[src/rtl/nrisc_mc_control_pkg.sv]
`default_nettype none
// ============================================================================
// nrisc_mc_control_pkg : shared encodings for the nRisc multicycle control
// Revision: 1.0
// ============================================================================
package nrisc_mc_control_pkg;

  typedef enum logic [2:0] {
    ST_FETCH  = 3'd0,
    ST_DECODE = 3'd1,
    ST_EXEC   = 3'd2,
    ST_MEM    = 3'd3,
    ST_WB     = 3'd4,
    ST_HALT   = 3'd5,
    ST_FAULT  = 3'd6
  } state_t;

  localparam logic [2:0] c_op_add  = 3'b000;
  localparam logic [2:0] c_op_sub  = 3'b001;
  localparam logic [2:0] c_op_addi = 3'b010;
  localparam logic [2:0] c_op_lw   = 3'b011;
  localparam logic [2:0] c_op_sw   = 3'b100;
  localparam logic [2:0] c_op_beq  = 3'b101;
  localparam logic [2:0] c_op_j    = 3'b110;
  localparam logic [2:0] c_op_halt = 3'b111;

  localparam logic [1:0] c_alu_add   = 2'b00;
  localparam logic [1:0] c_alu_sub   = 2'b01;
  localparam logic [1:0] c_alu_passb = 2'b10;

  localparam logic [1:0] c_srcb_reg = 2'b00;
  localparam logic [1:0] c_srcb_one = 2'b01;
  localparam logic [1:0] c_srcb_imm = 2'b10;

  localparam logic [1:0] c_pcsrc_alu    = 2'b00;
  localparam logic [1:0] c_pcsrc_target = 2'b01;
  localparam logic [1:0] c_pcsrc_jump   = 2'b10;

  function automatic logic [2:0] opcode_of(input logic [7:0] instr);
    return instr[7:5];
  endfunction

endpackage
`default_nettype wire

[src/rtl/nrisc_mem_timeout.sv]
`default_nettype none
// ============================================================================
// nrisc_mem_timeout : wait-cycle counter for the memory handshake
// Revision: 1.0
// ============================================================================
module nrisc_mem_timeout #(
  parameter int MEM_TIMEOUT = 15,
  parameter int TO_W        = 8
) (
  input  logic clk,
  input  logic rst_n,
  input  logic i_clr,
  input  logic i_en,
  output logic o_expired
);

  localparam logic [TO_W-1:0] c_last = TO_W'(MEM_TIMEOUT - 1);

  logic [TO_W-1:0] r_cnt;

  always_ff @(posedge clk or negedge rst_n) begin
    if (!rst_n) begin
      r_cnt <= '0;
    end else if (i_clr) begin
      r_cnt <= '0;
    end else if (i_en) begin
      r_cnt <= r_cnt + TO_W'(1);
    end
  end

  // Fires during the MEM_TIMEOUT-th consecutive waiting cycle.
  assign o_expired = i_en && (r_cnt == c_last);

endmodule
`default_nettype wire

[src/rtl/nrisc_mc_control.sv]
`default_nettype none
// ============================================================================
// nrisc_mc_control : multicycle control FSM for the 8-bit nRisc core
// Revision: 1.0
// ============================================================================
module nrisc_mc_control
  import nrisc_mc_control_pkg::*;
#(
  parameter int MEM_TIMEOUT = 15,
  parameter int TO_W        = 8
) (
  input  logic       clk,
  input  logic       rst_n,
  input  logic       i_run,
  input  logic [7:0] i_instr,
  input  logic       i_alu_zero,
  input  logic       i_mem_ack,
  output logic       o_mem_req,
  output logic       o_mem_we,
  output logic       o_iord,
  output logic       o_ir_write,
  output logic       o_pc_write,
  output logic [1:0] o_pc_src,
  output logic       o_target_write,
  output logic       o_alu_src_a,
  output logic [1:0] o_alu_src_b,
  output logic [1:0] o_alu_op,
  output logic       o_reg_write,
  output logic       o_mem_to_reg,
  output logic       o_halted,
  output logic       o_fault,
  output logic [2:0] o_state
);

  state_t     r_state;
  state_t     w_next;
  logic [2:0] w_op;
  logic       w_expired;
  logic       w_clr;
  logic       w_wait;
  logic       w_unused;

  logic       w_mem_req, w_mem_we, w_iord, w_ir_write, w_pc_write;
  logic       w_target_write, w_alu_src_a, w_reg_write, w_mem_to_reg;
  logic       w_halted, w_fault;
  logic [1:0] w_pc_src, w_alu_src_b, w_alu_op;

  assign w_op     = opcode_of(i_instr);
  assign w_unused = ^i_instr[4:0];

  always_comb begin
    w_mem_req      = 1'b0;
    w_mem_we       = 1'b0;
    w_iord         = 1'b0;
    w_ir_write     = 1'b0;
    w_pc_write     = 1'b0;
    w_pc_src       = c_pcsrc_alu;
    w_target_write = 1'b0;
    w_alu_src_a    = 1'b0;
    w_alu_src_b    = c_srcb_reg;
    w_alu_op       = c_alu_add;
    w_reg_write    = 1'b0;
    w_mem_to_reg   = 1'b0;
    w_halted       = 1'b0;
    w_fault        = 1'b0;
    case (r_state)
      ST_FETCH: begin
        if (i_run) begin
          w_mem_req   = 1'b1;
          w_alu_src_b = c_srcb_one;
          if (i_mem_ack) begin
            w_ir_write = 1'b1;
            w_pc_write = 1'b1;
          end
        end
      end
      ST_DECODE: begin
        // ALUOut captures PC + 1 + sext(imm3) for a possible branch.
        w_alu_src_b    = c_srcb_imm;
        w_target_write = 1'b1;
        if (w_op == c_op_j) begin
          w_pc_write = 1'b1;
          w_pc_src   = c_pcsrc_jump;
        end
      end
      ST_EXEC: begin
        w_alu_src_a = 1'b1;
        case (w_op)
          c_op_add: ;
          c_op_sub: w_alu_op = c_alu_sub;
          c_op_addi, c_op_lw, c_op_sw: begin
            w_alu_src_b    = c_srcb_imm;
            w_target_write = 1'b1;
          end
          c_op_beq: begin
            w_alu_op   = c_alu_sub;
            w_pc_write = i_alu_zero;
            w_pc_src   = c_pcsrc_target;
          end
          default: ;
        endcase
      end
      ST_MEM: begin
        w_mem_req = 1'b1;
        w_iord    = 1'b1;
        w_mem_we  = (w_op == c_op_sw);
      end
      ST_WB: begin
        w_reg_write  = 1'b1;
        w_mem_to_reg = (w_op == c_op_lw);
      end
      ST_HALT:  w_halted = 1'b1;
      ST_FAULT: w_fault  = 1'b1;
      default: ;
    endcase
  end

  always_comb begin
    w_next = r_state;
    case (r_state)
      ST_FETCH: begin
        if (i_run) begin
          if (i_mem_ack)      w_next = ST_DECODE;
          else if (w_expired) w_next = ST_FAULT;
        end
      end
      ST_DECODE: begin
        case (w_op)
          c_op_halt: w_next = ST_HALT;
          c_op_j:    w_next = ST_FETCH;
          default:   w_next = ST_EXEC;
        endcase
      end
      ST_EXEC: begin
        case (w_op)
          c_op_add, c_op_sub, c_op_addi: w_next = ST_WB;
          c_op_lw, c_op_sw:              w_next = ST_MEM;
          default:                       w_next = ST_FETCH;
        endcase
      end
      ST_MEM: begin
        if (i_mem_ack)      w_next = (w_op == c_op_sw) ? ST_FETCH : ST_WB;
        else if (w_expired) w_next = ST_FAULT;
      end
      ST_WB:    w_next = ST_FETCH;
      ST_HALT:  w_next = ST_HALT;
      ST_FAULT: w_next = ST_FAULT;
      default:  w_next = ST_FETCH;
    endcase
  end

  always_ff @(posedge clk or negedge rst_n) begin
    if (!rst_n) r_state <= ST_FETCH;
    else        r_state <= w_next;
  end

  assign w_wait = w_mem_req & ~i_mem_ack;
  assign w_clr  = i_mem_ack | (w_next != r_state);

  nrisc_mem_timeout #(
    .MEM_TIMEOUT (MEM_TIMEOUT),
    .TO_W        (TO_W)
  ) u_timeout (
    .clk       (clk),
    .rst_n     (rst_n),
    .i_clr     (w_clr),
    .i_en      (w_wait),
    .o_expired (w_expired)
  );

  // Gating by rst_n kills strobes the instant reset is asserted mid-access.
  assign o_mem_req      = rst_n & w_mem_req;
  assign o_mem_we       = rst_n & w_mem_we;
  assign o_iord         = rst_n & w_iord;
  assign o_ir_write     = rst_n & w_ir_write;
  assign o_pc_write     = rst_n & w_pc_write;
  assign o_pc_src       = rst_n ? w_pc_src : 2'b00;
  assign o_target_write = rst_n & w_target_write;
  assign o_alu_src_a    = rst_n & w_alu_src_a;
  assign o_alu_src_b    = rst_n ? w_alu_src_b : 2'b00;
  assign o_alu_op       = rst_n ? w_alu_op : 2'b00;
  assign o_reg_write    = rst_n & w_reg_write;
  assign o_mem_to_reg   = rst_n & w_mem_to_reg;
  assign o_halted       = rst_n & w_halted;
  assign o_fault        = rst_n & w_fault;
  assign o_state        = rst_n ? r_state : 3'd0;

endmodule
`default_nettype wire

[config.mk]
export PLATFORM = sky130hd
export DESIGN_NAME = nrisc_mc_control
export DESIGN_NICKNAME = d
export VERILOG_FILES = /design/src/rtl/nrisc_mc_control_pkg.sv /design/src/rtl/nrisc_mem_timeout.sv /design/src/rtl/nrisc_mc_control.sv
export SDC_FILE = /design/constraint.sdc
export NUM_CORES = 1
export LEC_CHECK = 0
export ABC_AREA = 1
export CORE_MARGIN = 1
export CORE_UTILIZATION = 40
export DETAILED_ROUTE_END_ITERATION = 12
export MAX_ROUTING_LAYER = met4
export PLACE_DENSITY = 0.75
export SETUP_SLACK_MARGIN = 0.1
export SLEW_MARGIN = 20
export SYNTH_ARGS = -nofsm -noshare
export SYNTH_HDL_FRONTEND = slang
export SYNTH_SLANG_ARGS = --single-unit
[constraint.sdc]
create_clock -name clk -period 1.8 [get_ports clk]
set_clock_uncertainty 0.05 [all_clocks]
set_input_delay 0.36 -clock clk [delete_from_list [all_inputs] [get_ports clk]]
set_output_delay 0.36 -clock clk [all_outputs]
set_load 0.05 [all_outputs]
* Word level (Yosys, flattened, before mapping) *
Cells that the tools add are included.

operators by class
  $add $sub $neg = 1
  $mul = 0
  div/mod/pow operators = 0
  magnitude comparators = 0
  eq/ne operators = 15
  shift-type cells = 0
  muxes and demuxes = 39
  bitwise logic cells = 14
  reductions and logical operators = 8

operator list
  operator                                             count
  equality test 3 bit, second input constant           7
  two-way mux 1 bit                                    18
  two-way mux 3 bit                                    6
  case mux 3 bit (6 select lines)                      1
  two-way mux 8 bit                                    2
  AND 1 bit                                            12
  equality test 3 x 2 -> 1 bit, second input constant  4
  case mux 3 bit (2 select lines)                      2
  two-way mux 2 bit                                    5
  adder 8 x 1 -> 8 bit, second input constant          1
  equality test 8 x 4 -> 1 bit, second input constant  1
  equality test 3 x 1 -> 1 bit, second input constant  2
  logical NOT 3 bit                                    2
  case mux 2 bit (3 select lines)                      1
  OR reduction 3 bit                                   2
  case mux 1 bit (2 select lines)                      2
  case mux 2 bit (2 select lines)                      1
  OR reduction 2 bit                                   2
  inequality test 3 bit                                1
  case mux 1 bit (3 select lines)                      1
  nonzero test 2 bit                                   1
  logical AND 1 bit                                    1
  NOT 1 bit                                            1
  OR 1 bit                                             1

storage, ports and cells
  register bits after elaboration = 11
  bits in latches = 0
  memory bits (writable) = 0
  bits in read-only memories = 0
  input bits = 13
  output and inout bits = 20
  word-level logic and storage cells = 79
  memories kept = 0

* Logic depth before layout (Yosys ltp) *
Gate-level depths: netlist of run 1.

  word-level depth = 11
  gate-level depth with buffers = 12
  mapped depth without buffers = 12

* Modules after synthesis *
A second synthesis of run 1 with hierarchy kept.

second synthesis, totals
  cell total of the unflattened synthesis = 167
  area total of the unflattened synthesis = 1031.0 µm²

by module, submodules not included
  module             times used  cells each  area each (µm²)  seq. area each (µm²)
  nrisc_mc_control   1           106         561.8            75.1
  nrisc_mem_timeout  1           61          469.2            200.2

* Worst setup path before layout of run 1 *
OpenSTA, ideal clock, no wires.

  path kind = reg-to-output
  from = register r_state[0]
  to = output port o_pc_src[0]
  arrival = 1.896 ns
  data required time = 1.390 ns
  setup slack = -0.506 ns
  cell stages (with the launch flop) = 4
  path buffers = 0
  cells stage by stage = dfrtp_1 > nor3_2 > nand2_1 > nor3_1

between the ends
  cells in the longest elaborated chain, start to end = 3
  elaborated cells between the ends (all ways) = 4

RTL lines
  item                                                                          line                     text
  from (decl)                                                                   nrisc_mc_control.sv:35   state_t r_state;
  from (signal assigned)                                                        nrisc_mc_control.sv:154  else r_state <= w_next;
  equality test 3 x 2 -> 1 bit or equality test 3 x 1 -> 1 bit (tied branches)  nrisc_mc_control.sv:66   case (r_state)
  case mux 2 bit (2 select lines) (*)                                           nrisc_mc_control.sv:66
  two-way mux 2 bit (*)                                                         nrisc_mc_control.sv:177  assign o_pc_src = rst_n ? w_pc_src : 2'b00;
  to (decl)                                                                     nrisc_mc_control.sv:23   output logic [1:0] o_pc_src,

Every way passes the cells marked *; elsewhere a longest branch is shown, timed or not.

* Worst setup path after layout of run 1 *
  from = register r_state[1]
  to = output port o_pc_write

between the ends
  cells in the longest elaborated chain, start to end = 3
  elaborated cells between the ends (all ways) = 5

RTL lines
  item                                                        line                     text
  equality test 3 x 2 -> 1 bit, or another cell as far along  nrisc_mc_control.sv:66
  case mux 1 bit (3 select lines) (*)                         nrisc_mc_control.sv:66
  AND 1 bit (*)                                               nrisc_mc_control.sv:176  assign o_pc_write = rst_n & w_pc_write;
  to (decl)                                                   nrisc_mc_control.sv:22   output logic o_pc_write,

Marks and branches as above.

==> flow_summary.json, run 1 <==
{
  "ir_worst_vdd_mv": 1.015,
  "coreArea_mm2": 0.002212,
  "start_kind": "register",
  "grt_usage_pct": 34.73,
  "grt_pass1_vias": 1422,
  "clock-root-buffer": "clkbuf_4",
  "first_iter_violations": 94,
  "startpoint": "r_state[1]",
  "required_ps": 1390,
  "dp_hpwl_um": 2719,
  "finalSetupViolCount": 24,
  "ff2ff_path_depth": 12,
  "grt_pass1_wl_um": 6334,
  "cts_buffers": 3,
  "layout_setup_ws_ps": -369.9,
  "max_freq_mhz": 460.8,
  "p_leak_nw": 0.9670,
  "syn_area_um2": 947.2,
  "multi_input_area_um2": 843.3,
  "ys_ff_latch": 11,
  "clk_latency_ps": 270,
  "portBuffers": 26,
  "crit_end": "o_pc_write",
  "fin_cells": 252,
  "final_cell_area_mm2": 0.002102,
  "grt_setup_unrepaired": "yes",
  "dp.cells": 238,
  "path_max_fanout": 4,
  "drv_slew": 0,
  "status": "complete, but fails checks",
  "regArea_um2": 279.0,
  "route.detailed.wl_per_inst_um": 23.30,
  "syn-num-nets": 165,
  "cp-end-kind": "primary output",
  "fin_crit_sh_pct": 120.6,
  "setup_tns_ps": -5552,
  "dpl_cell_area_mm2": 0.001760,
  "place_congestion": 0.9339,
  "n_antenna_cell": 0,
  "ant_nets": 0,
  "ff2ff_setup_slack_ps": -360,
  "syn_area_per_cell_um2": 6.314,
  "most-common-layout-cells": "38 x buf_4, 25 x nand2_1, 19 x buf_12, 15 x inv_1, 15 x nand3_1",
  "std_cell_rows": 17,
  "nFillCells": 61,
  "r2r_end": "u_timeout.r_cnt[6]",
  "die_h_um": 50.66,
  "vias_per_cell": 6.139,
  "final_common_cell": "buf_4",
  "grt_max_degree": 9,
  "power_density_mw_per_mm2": 1124,
  "grt_overflow": 0,
  "area_delta_synth_final_pct": 121.9,
  "hold_viol": 0,
  "vias": 1547,
  "final_net_count": 240,
  "routed_wl_um": 5871,
  "yosysWarnings": 0,
  "cts_buffer_depth": 2,
  "io_pins": 33,
  "htreeDepth": 1,
  "die_x_um": 50.66,
  "reg2reg_from": "u_timeout.r_cnt[0]",
  "cap_violations": 0,
  "fp.dieArea_mm2": 0.002566,
  "min_period_ps": 2170,
  "arrival_ps": 1760,
  "first_pass_iters": 5,
  "initial_core_util_pct": 42.82,
  "synth_seq_area_share_pct": 29.06,
  "syn-instance-count": 150,
  "post-route-drc-count": 0,
  "antenna_found_initial": 0,
  "critical_path_class": "reg -> out",
  "cts_sinks": 11,
  "cts_tree": "built",
  "synth_cell_types": 25,
  "violations": "setup timing",
  "finalPower_mw": 2.363,
  "whs_ps": 127.1,
  "clkTransAtPathRegs_ps": 70,
  "min_path_type": "in -> async",
  "drive_above_1_share_pct": 55.36
}
## kinds of logic after synthesis
logic type      Yosys count  synth area share, %
compound gates            9                5.811
buf+inv                  26                11.49
simple gates             94                44.12
xor+xnor                  7                6.473
fa+ha+maj                 2                2.642
other cells               1               0.3959
flops                    11                29.06
## flip-flops by register name, indices dropped and copies added, names as in the netlist
name / count
u_timeout.r_cnt: 8
r_state: 3
## through the flow
step | setup slack, ps | util (%)
after floorplan | -124.1 | -
after global placement | -335.8 | 79.58
after detailed placement | -422.0 | 79.58
after CTS | -235.3 | 88.24
after global routing | -413.7 | 95.02
final | -369.9 | 95.02
## layout make-up
cell class | count | share of cell area, %
Tap cell | 28 | 1.667
Multi-Input combinational cell | 113 | 40.12
Clock buffer | 4 | 1.250
Timing Repair Buffer | 72 | 38.99
Inverter | 24 | 4.702
Sequential cell | 11 | 13.27
## critical path, stage by stage (launching register included)
cell and delay, ps:
dfrtp_2 460, inv_2 80, nor3_4 170, nand2_1 110, o311ai_2 280, nand2_1 140, clkinvlp_4 110, buf_12 130
## how the worst min path moves through the flow
| stage | from | end | slack [ps] | cells after the start |
|---|---|---|---|---|
| floorplan | rst_n | r_state[0] | 10 | 0 |
| global placement | u_timeout.r_cnt[7] | u_timeout.r_cnt[7] | 490 | 2 |
| detailed placement | u_timeout.r_cnt[7] | u_timeout.r_cnt[7] | 490 | 2 |
| CTS | rst_n | u_timeout.r_cnt[1] | 100 | 2 |
| global route | rst_n | u_timeout.r_cnt[1] | 130 | 2 |
| finish | rst_n | u_timeout.r_cnt[1] | 130 | 2 |
## routing by layer
layer	global-route usage [%]	share of wire [%]
met3	6.364	8.9
met4	21.76	9.6
met1	33.96	34
met2	62.67	48
met5	-	0
## timing repair
item                                    in CTS  in global routing
gates resized for setup                     40                 29
hold buffers                                 0                  0
pin swaps                                   12                 10
endpoints found under the setup margin      27                 24
buffers inserted                             4                  7
## power by group
part | switching [mW] | internal, mW | total, mW
clock network | 0.0834 | 0.0860 | 0.169
logic | 1.07 | 0.775 | 1.85
registers | 0.0602 | 0.284 | 0.344
total | 1.22 | 1.15 | 2.36
## Yosys cell counts, drive strengths merged
master | instances | area (um2)
a21oi | 4 | 23.77
buf | 2 | 18.77
clkinv | 1 | 3.750
conb | 1 | 3.750
dfrtp | 11 | 275.3
ha | 2 | 25.02
inv | 23 | 86.34
nand2 | 34 | 135.1
nand3 | 17 | 90.09
nand4 | 3 | 18.77
nor2 | 30 | 112.6
nor3 | 9 | 55.05
o21ai | 2 | 10.00
o22ai | 2 | 12.51
o311ai | 1 | 8.760
or2 | 1 | 6.260
xnor2 | 2 | 17.52
xor2 | 5 | 43.79
Power figures use the tool's default switching activity.
==> run 2, diff against run 1 <==
--- a/config.mk
+++ b/config.mk
@@ -7,11 +7,12 @@
 export LEC_CHECK = 0
 export ABC_AREA = 1
 export CORE_MARGIN = 1
-export CORE_UTILIZATION = 40
+export CORE_UTILIZATION = 44
 export DETAILED_ROUTE_END_ITERATION = 12
 export MAX_ROUTING_LAYER = met4
-export PLACE_DENSITY = 0.75
+export PLACE_DENSITY = 0.81
 export SETUP_SLACK_MARGIN = 0.1
+export SKIP_CTS_REPAIR_TIMING = 1
 export SLEW_MARGIN = 20
 export SYNTH_ARGS = -nofsm -noshare
 export SYNTH_HDL_FRONTEND = slang
==> run 2 against run 1 <==
  * Cell count shrank 4.0%
  * Clock power rose by 4%
  * Design area down 8.3%
  * Setup slack improved by 66 ps
  * Fmax up 3.1%
  * The flow still finishes with violations (setup timing)
  * Via count shrank 6.5%
  * Wire length shrank 16%
==> flow_summary.json, run 2 (synthesized netlist as in run 1, its figures left out) <==
{
  "min_path_type": "in -> async",
  "largest_reg_flops": 8,
  "grt_pass1_vias": 1284,
  "cts_sinks": 11,
  "cts_buffers": 3,
  "power_density_mw_per_mm2": 1058,
  "reg2reg_from": "u_timeout.r_cnt[0]",
  "grt_max_degree": 13,
  "clk_latency_ps": 280,
  "routed_wl_um": 4944,
  "route.detailed.wl_per_inst_um": 20.43,
  "top_register": "u_timeout.r_cnt",
  "final_net_count": 231,
  "antenna_found_initial": 0,
  "htreeDepth": 1,
  "drv_slew": 0,
  "vias_per_cell": 5.979,
  "critical_path_class": "reg -> out",
  "most-common-layout-cells": "34 x buf_4, 27 x nand2_1, 19 x buf_12, 16 x inv_1, 16 x nor2_1",
  "io_pins": 33,
  "ir_worst_vdd_mv": 0.9402,
  "first_pass_iters": 5,
  "die_x_um": 48.40,
  "finalPower_mw": 2.039,
  "status": "complete, but fails checks",
  "nFillCells": 44,
  "dpl_cell_area_mm2": 0.001722,
  "grt_setup_unrepaired": "yes",
  "min_period_ps": 2104,
  "cp_slowest_stage_delay_ps": 470,
  "area_delta_synth_final_pct": 103.6,
  "cap_violations": 0,
  "coreArea_mm2": 0.002002,
  "reg_top3": "u_timeout.r_cnt: 8 flops, r_state: 3 flops",
  "fp.dieArea_mm2": 0.002342,
  "hold_viol": 0,
  "die_h_um": 48.40,
  "initial_core_util_pct": 47.31,
  "finalSetupViolCount": 23,
  "grt_usage_pct": 31.98,
  "ff2ff_path_depth": 12,
  "arrival_ps": 1690,
  "std_cell_rows": 16,
  "dp_hpwl_um": 2716,
  "crit_family": "simple AND/OR/NAND/NOR gates",
  "layout_setup_ws_ps": -304.3,
  "cts_tree": "built",
  "grt_pass1_wl_um": 5533,
  "vias": 1447,
  "final_cell_area_mm2": 0.001928,
  "ff2ff_setup_slack_ps": -260,
  "setup_tns_ps": -4293,
  "final_common_cell": "buf_4",
  "required_ps": 1390,
  "portBuffers": 26,
  "first_iter_violations": 80,
  "place_congestion": 0.9869,
  "multi_input_area_um2": 739.5,
  "violations": "setup timing",
  "max_freq_mhz": 475.2,
  "clkTransAtPathRegs_ps": 80,
  "regArea_um2": 279.0,
  "p_leak_nw": 0.9480,
  "cp-end-kind": "primary output",
  "fin_crit_sh_pct": 116.9,
  "n_antenna_cell": 0,
  "path_max_fanout": 5,
  "clock-root-buffer": "clkbuf_4",
  "drive_above_1_share_pct": 48.84,
  "post-route-drc-count": 0,
  "path_cells": "nor2_2 -> nand3_1 -> o311ai_1 -> nand2_1 -> clkinvlp_4 -> buf_12",
  "cpMaxStageDelayCell": "dfrtp_2",
  "grt_overflow": 0,
  "start_kind": "register",
  "cts_buffer_depth": 2,
  "r2r_end": "u_timeout.r_cnt[0]",
  "ant_nets": 0,
  "crit_buf_inv": 2
}
## run 2: area by class of cell
| type | count | share of cell area, % |
|---|---|---|
| clock buffers | 3 | 1.168 |
| clock inverters | 1 | 0.2596 |
| multi-input cells | 113 | 38.35 |
| well taps | 27 | 1.752 |
| inverters | 24 | 4.997 |
| repair buffers | 63 | 39.00 |
| flip-flops and latches | 11 | 14.47 |
## run 2: worst reg2reg max path: stages (launching register included)
cell and delay [ps]:
dfrtp_1 390, inv_1 100, ha_1 170, nand3_1 120, inv_1 80, nand3_1 120
nand2_1 150, nand3_1 130, nand2_1 80, nand3_1 70, nor2_1 180, nand2_2 160
nor2_1 160
## run 2: power breakdown
group          internal (mW)  switching [mW]  leakage [nW]  total [mW]
Clock                 0.0826          0.0921        0.0177       0.175
Sequential             0.284          0.0598         0.147       0.344
Combinational          0.619           0.902         0.783        1.52
## run 2: per-layer routing
metal  vias to the layer above  part of all wire (%)  GRT usage, %  routed length, um
met2                       136                    48         60.80               2375
met4                         0                   8.6         18.63                425
met3                        56                   8.5         4.088                421
met5                         -                     0             -                  0
met1                       652                    35         30.63               1722
li1                        603                     -             -                  -
## run 2: stage by stage
stage          setup slack (ps)  hold slack (ps)  util [%]  std cells
2_1_floorplan            -124.1            14.41         -        150
3_3_place_gp             -285.7            489.6     86.00        232
3_5_place_dp             -398.7            525.2     86.00        232
4_1_cts                  -366.0            365.6     87.38        236
5_1_grt                  -401.3            49.55     96.31        242
6_report                 -304.3            47.24     96.31        242
## run 2: how the worst max path moves through the flow
| stage | to | slack (ps) | depth (start not counted) | startpoint |
|---|---|---|---|---|
| 5_1_grt | o_pc_write | -400 | 8 | r_state[0] |
| 3_3_place_gp | o_pc_write | -290 | 7 | i_instr[6] |
| 4_1_cts | o_pc_write | -370 | 6 | r_state[0] |
| 6_report | o_pc_write | -300 | 6 | r_state[1] |
| 3_5_place_dp | u_timeout.r_cnt[2] | -400 | 11 | i_run |
| 2_1_floorplan | o_pc_src[0] | -120 | 3 | r_state[0] |
